--- config.mk ---
export PLATFORM = sky130hd
export DESIGN_NAME = ama_riscv_csr_arb
export DESIGN_NICKNAME = d
export VERILOG_FILES = /design/src/rtl/ama_riscv_csr_arb.sv
export SDC_FILE = /design/constraint.sdc
export NUM_CORES = 1
export LEC_CHECK = 0
export BUFFER_PORTS_ARGS = -buffer_cell sky130_fd_sc_hd__buf_2
export CAP_MARGIN = 20
export CELL_PAD_IN_SITES_DETAIL_PLACEMENT = 0
export CELL_PAD_IN_SITES_GLOBAL_PLACEMENT = 1
export CORE_UTILIZATION = 28
export DETAILED_ROUTE_END_ITERATION = 10
export PLACE_DENSITY = 0.77
export SYNTH_ARGS = -nofsm -noshare
export SYNTH_HDL_FRONTEND = slang
export SYNTH_SLANG_ARGS = --single-unit
--- constraint.sdc ---
create_clock -name clk -period 1.83 [get_ports clk]
set_input_delay 0.183 -clock clk [delete_from_list [all_inputs] [get_ports clk]]
set_output_delay 0.183 -clock clk [all_outputs]
set_load 0.01 [all_outputs]
--- src/rtl/ama_riscv_csr_arb.sv ---
// CSR port arbiter: the core EXE stage owns the CSR bus by default; host/debug
// requests are latched, issued in an idle CSR cycle, or forced after MAX_WAIT losses.

package ama_riscv_csr_pkg;

    localparam logic [1:0] CSR_OP_RW = 2'b01;
    localparam logic [1:0] CSR_OP_RS = 2'b10;
    localparam logic [1:0] CSR_OP_RC = 2'b11;

    typedef struct packed {
        logic       en;
        logic       ui;
        logic [1:0] op;
        logic       we;
        logic       re;
    } csr_ctrl_t;

endpackage

module ama_riscv_csr_arb
    import ama_riscv_csr_pkg::*;
#(
    parameter int ARCH_WIDTH = 32,
    parameter int MAX_WAIT   = 8
) (
    input  logic                  clk,
    input  logic                  rst,
    input  csr_ctrl_t             core_ctrl,
    input  logic [ARCH_WIDTH-1:0] core_in,
    input  logic [ARCH_WIDTH-1:0] core_inst,
    output logic [ARCH_WIDTH-1:0] core_out,
    output logic                  core_stall,
    input  logic                  host_req,
    input  logic [11:0]           host_addr,
    input  logic [1:0]            host_op,
    input  logic                  host_we,
    input  logic                  host_re,
    input  logic [ARCH_WIDTH-1:0] host_wdata,
    output logic                  host_ack,
    output logic [ARCH_WIDTH-1:0] host_rdata,
    output csr_ctrl_t             csr_ctrl,
    output logic [ARCH_WIDTH-1:0] csr_in,
    output logic [ARCH_WIDTH-1:0] csr_inst,
    input  logic [ARCH_WIDTH-1:0] csr_out
);

    typedef enum logic [1:0] {
        IDLE,
        PEND,
        RESP
    } state_t;

    localparam logic [7:0] MAX_W = 8'(MAX_WAIT);

    state_t                state;
    state_t                state_nxt;
    logic [7:0]            wait_cnt;
    logic [7:0]            wait_cnt_nxt;
    logic                  host_issue;

    logic [11:0]           lat_addr;
    logic [1:0]            lat_op;
    logic                  lat_we;
    logic                  lat_re;
    logic [ARCH_WIDTH-1:0] lat_wdata;

    always_ff @(posedge clk or negedge rst) begin
        if (!rst) begin
            state    <= IDLE;
            wait_cnt <= '0;
        end else begin
            state    <= state_nxt;
            wait_cnt <= wait_cnt_nxt;
        end
    end

    always_comb begin
        state_nxt    = state;
        wait_cnt_nxt = wait_cnt;
        host_issue   = 1'b0;
        core_stall   = 1'b0;
        case (state)
            IDLE: begin
                if (host_req) state_nxt = PEND;
            end
            PEND: begin
                if (!core_ctrl.en) begin
                    host_issue   = 1'b1;
                    state_nxt    = RESP;
                    wait_cnt_nxt = '0;
                end else if (wait_cnt < MAX_W) begin
                    wait_cnt_nxt = wait_cnt + 8'd1;
                end else begin
                    // Starvation bound hit: the core loses this one cycle and reissues
                    core_stall   = 1'b1;
                    host_issue   = 1'b1;
                    state_nxt    = RESP;
                    wait_cnt_nxt = '0;
                end
            end
            RESP: begin
                state_nxt = IDLE;
            end
            default: begin
                state_nxt    = IDLE;
                wait_cnt_nxt = '0;
            end
        endcase
    end

    always_comb begin
        csr_ctrl = core_ctrl;
        csr_in   = core_in;
        csr_inst = core_inst;
        core_out = csr_out;
        if (host_issue) begin
            csr_ctrl.en = 1'b1;
            csr_ctrl.ui = 1'b0;
            csr_ctrl.op = lat_op;
            csr_ctrl.we = lat_we;
            // Set/clear need the old value, so they always imply a read
            csr_ctrl.re = lat_re | (lat_op == CSR_OP_RS) | (lat_op == CSR_OP_RC);
            csr_in      = lat_wdata;
            csr_inst    = {lat_addr, {(ARCH_WIDTH-12){1'b0}}};
            core_out    = '0;
        end
    end

    always_ff @(posedge clk or negedge rst) begin
        if (!rst) begin
            lat_addr   <= '0;
            lat_op     <= '0;
            lat_we     <= 1'b0;
            lat_re     <= 1'b0;
            lat_wdata  <= '0;
            host_rdata <= '0;
        end else begin
            if (state == IDLE && host_req) begin
                lat_addr  <= host_addr;
                lat_op    <= host_op;
                lat_we    <= host_we;
                lat_re    <= host_re;
                lat_wdata <= host_wdata;
            end
            if (host_issue) begin
                host_rdata <= (lat_we | lat_re) ? csr_out : '0;
            end
        end
    end

    assign host_ack = (state == RESP);

endmodule

==> results by group <==
Outcome
  • Status: finished, violations left
  • Violated checks: negative setup slack

Yosys
  • Post-synth EDFFs: 0
  • Synth Net Count: 523
  • Synth Cell Area: 4514 um2
  • Synthesized instance count: 369
  • Largest family of logic cells by synthesized area: multiplexers
  • Synth Area in Compound Gates: 0.07483
  • YS warnings: 0
  • Post-synthesis mux area share: 0.2392
  • Synth Area in XOR/XNOR: 0
  • Synth cell types: 28
  • Synth Register Bits: 90
  • Adder-Cell Fraction of Synth Area: 0.002772
  • Simple-gate share of the synthesized area: 0.1419
  • Register area share after synthesis: 0.4989
  • Post-synth ARST share: 1.000
  • Synthesized area per cell: 12.23 um2
  • Synth Flop Type: dfrtp_1

Route
  • Final ANT Viol Nets: 0
  • Vias: 4111
  • 1st-iter DRT viols: 80
  • Drt first pass iters: 4
  • Routed wire length: 14520 um
  • Routed wire per std cell: 16.05 um
  • Vias per cell: 4.543
  • DR DRC count: 0

GRT
  • All-Layer GR Usage: 0.1613
  • First-pass GRT wire length: 20330 um
  • Grt met2 use: 0.2887
  • Largest net degree at the start of global routing: 36
  • GRT met3 Usage: 0.04532
  • GRT met1 Usage: 0.1883
  • Grt ovf: 0
  • Antenna violations before repair: 3
  • GR peak layer: met2
  • Vias in the first global route: 4008

Clock network
  • Skew-Pair Late Insertion Delay: 0.33 ns
  • Clock buffer depth: 2
  • CTS tree: done
  • Max H-tree Level: 3
  • CTS buffer count: 9
  • Clock root cell: clkbuf_16
  • Clock Sinks: 90
  • Clock transition at path regs: 0.06 ns

Setup path
  • Worst path cell trace: or4_4 -> o21ai_4 -> buf_6 -> clkbuf_16 -> mux2_4 -> buf_6
  • CP Launch Point: wait_cnt[4]
  • Req. time, crit path: 1.65 ns
  • R2r startpoint: wait_cnt[4]
  • Critical path class: flip-flop to output pin
  • Critical path peak fanout: 8
  • Crit path launch type: flip-flop
  • Worst Path Arrival: 2.26 ns
  • Crit-path max cell delay: 0.56 ns
  • Crit-path slowest cell: or4_4
  • Cell mode on critical path: buf_6
  • CP endpoint kind: output pin

Pwr
  • Maximum vdd drop: 0.5058 mV
  • Tot Pwr: 9489 uW
  • Pwr Density: 1244 nW/um2
  • Leakage Power: 0.003850 uW

Finish
  • Layout Cells excl Fill: 905
  • Layout cells sized above 1: 0.7035
  • Most common cell after layout, fill and taps aside: buf_2
  • Most frequent cells in the layout: 248 x buf_2, 90 x dfrtp_1, 48 x mux2_2, 48 x buf_6, 47 x mux2_4
  • Cell area after layout: 7626 um2
  • Number of fill cells: 1456
  • Fin nets: 837
  • Synth-to-layout area growth: 68.93%

Die
  • Core ar.: 15830 um2
  • I/O pin count: 289
  • Starting density of the core: 0.2852
  • DIE AREA: 16630 um2
  • Chip height: 129.0 um
  • Rows: 46
  • Die Width: 129.0 um

Hold path
  • Hold Crit Start: host_wdata[31]
  • Hold WC Path Type: input port to flip-flop

Timing
  • Final worst slack: -0.6098 ns
  • Setup-failing EPs final: 134
  • Least-Margin Pin Slew: 0.6162 ns
  • Fin crit share: 1.333
  • Max Clk Rate: 409.9 MHz
  • Final hold violations: 0
  • Fin. max-slew vios: 0
  • Relative slew slack: 0.5892
  • RSZ-0062 raised after global routing: true
  • Clock period minus worst slack: 2.440 ns
  • Clock Skews: 0.004981 ns

Placement
  • Placed cells: 863
  • Post-DP HPWL: 10250 um
  • Port buffer count: 288
  • Cell Area, Placed: 6505 um2
  • Final Wtd Congestion: 0.7815

Flow run
  • Max-cap viol count: 0
-- final timing paths --
path | end | slack (ns) | cells after the start
worst max-delay path | csr_in[30] | -0.61 | 6
worst min-delay path | lat_wdata[31] | 0.08 | 2
worst max register to register | host_rdata[3] | -0.19 | 8
worst min register to register | host_rdata[26] | 0.49 | 1
max in group asynchronous | lat_we | 0.96 | 3
min in group asynchronous | lat_wdata[11] | 0.31 | 2
-- area by class of cell --
class,count,area (um2),area share
Tap cell,216,270.3,0.03544
Sequential cell,90,2252,0.2953
Clock inverter,4,50.05,0.006563
Antenna cell,1,2.502,0.0003281
Clock buffer,12,256.5,0.03363
Timing Repair Buffer,334,2362,0.3098
Inverter,3,11.26,0.001477
Multi-Input combinational cell,245,2421,0.3175
-- metrics by stage --
stage	util	setup TNS (ns)	setup WS, ns	hold WS [ns]
2_1_floorplan	-	-5.061	-0.06549	-0.1126
3_3_place_gp	0.4110	-19.27	-0.2130	0.1249
3_5_place_dp	0.4110	-24.36	-0.2764	0.1290
4_1_cts	0.4375	-65.23	-0.6522	0.05766
5_1_grt	0.4817	-73.85	-0.7118	0.05386
6_report	0.4818	-59.83	-0.6098	0.07737
-- per-layer routing --
layer | vias up | share of wire
met3 | 9 | 0.061
met2 | 174 | 0.53
met1 | 1982 | 0.40
met4 | 4 | 0.0063
li1 | 1942 | -
met5 | - | 0.0019
-- cell families after synthesis --
logic type / Yosys count
compound gates: 38
fa+ha+maj: 1
buf+inv: 34
flops: 90
mux: 96
simple gates: 110
-- what timing repair did --
item                                    CTS  global route
gates cloned                              2             8
hold endpoints to repair                 23             0
buffers inserted                          5            13
hold buffers                              1             0
pin swaps                                 1             6
resized for setup                        10            91
endpoints found under the setup margin  134           136
-- cell usage after synthesis (3+ instances only) --
cell,n,area [um2]
nand2b_1,5,31.28
buf_2,5,25.02
nand3_1,34,170.2
buf_6,5,56.30
nor2b_1,8,50.05
inv_1,3,11.26
dfrtp_1,90,2252
nor2_1,3,11.26
o2bb2ai_1,33,289.0
and2_1,53,331.6
clkbuf_2,4,20.02
buf_4,4,30.03
mux2_2,95,1070
clkbuf_1,13,48.80
-- registers in the layout, indices dropped and copies added (netlist names) --
name,count
state,2
lat_addr,12
lat_re,1
wait_cnt,8
lat_op,2
lat_we,1
host_rdata,32
lat_wdata,32
-- worst max-delay path, delay by kind of cell, from the launching register on --
| kind | cells | cell delay, ns |
|---|---|---|
| compound gates | 1 | 0.21 |
| buf+inv | 3 | 0.45 |
| flops | 1 | 0.38 |
| mux | 1 | 0.31 |
| simple gates | 1 | 0.56 |
-- power by group --
group          internal (uW)  switching, uW
combinational           2410           1790
sequential              2840            547
clock                   1130            771
total                   6380           3110
(Power assumes the default switching activity.)
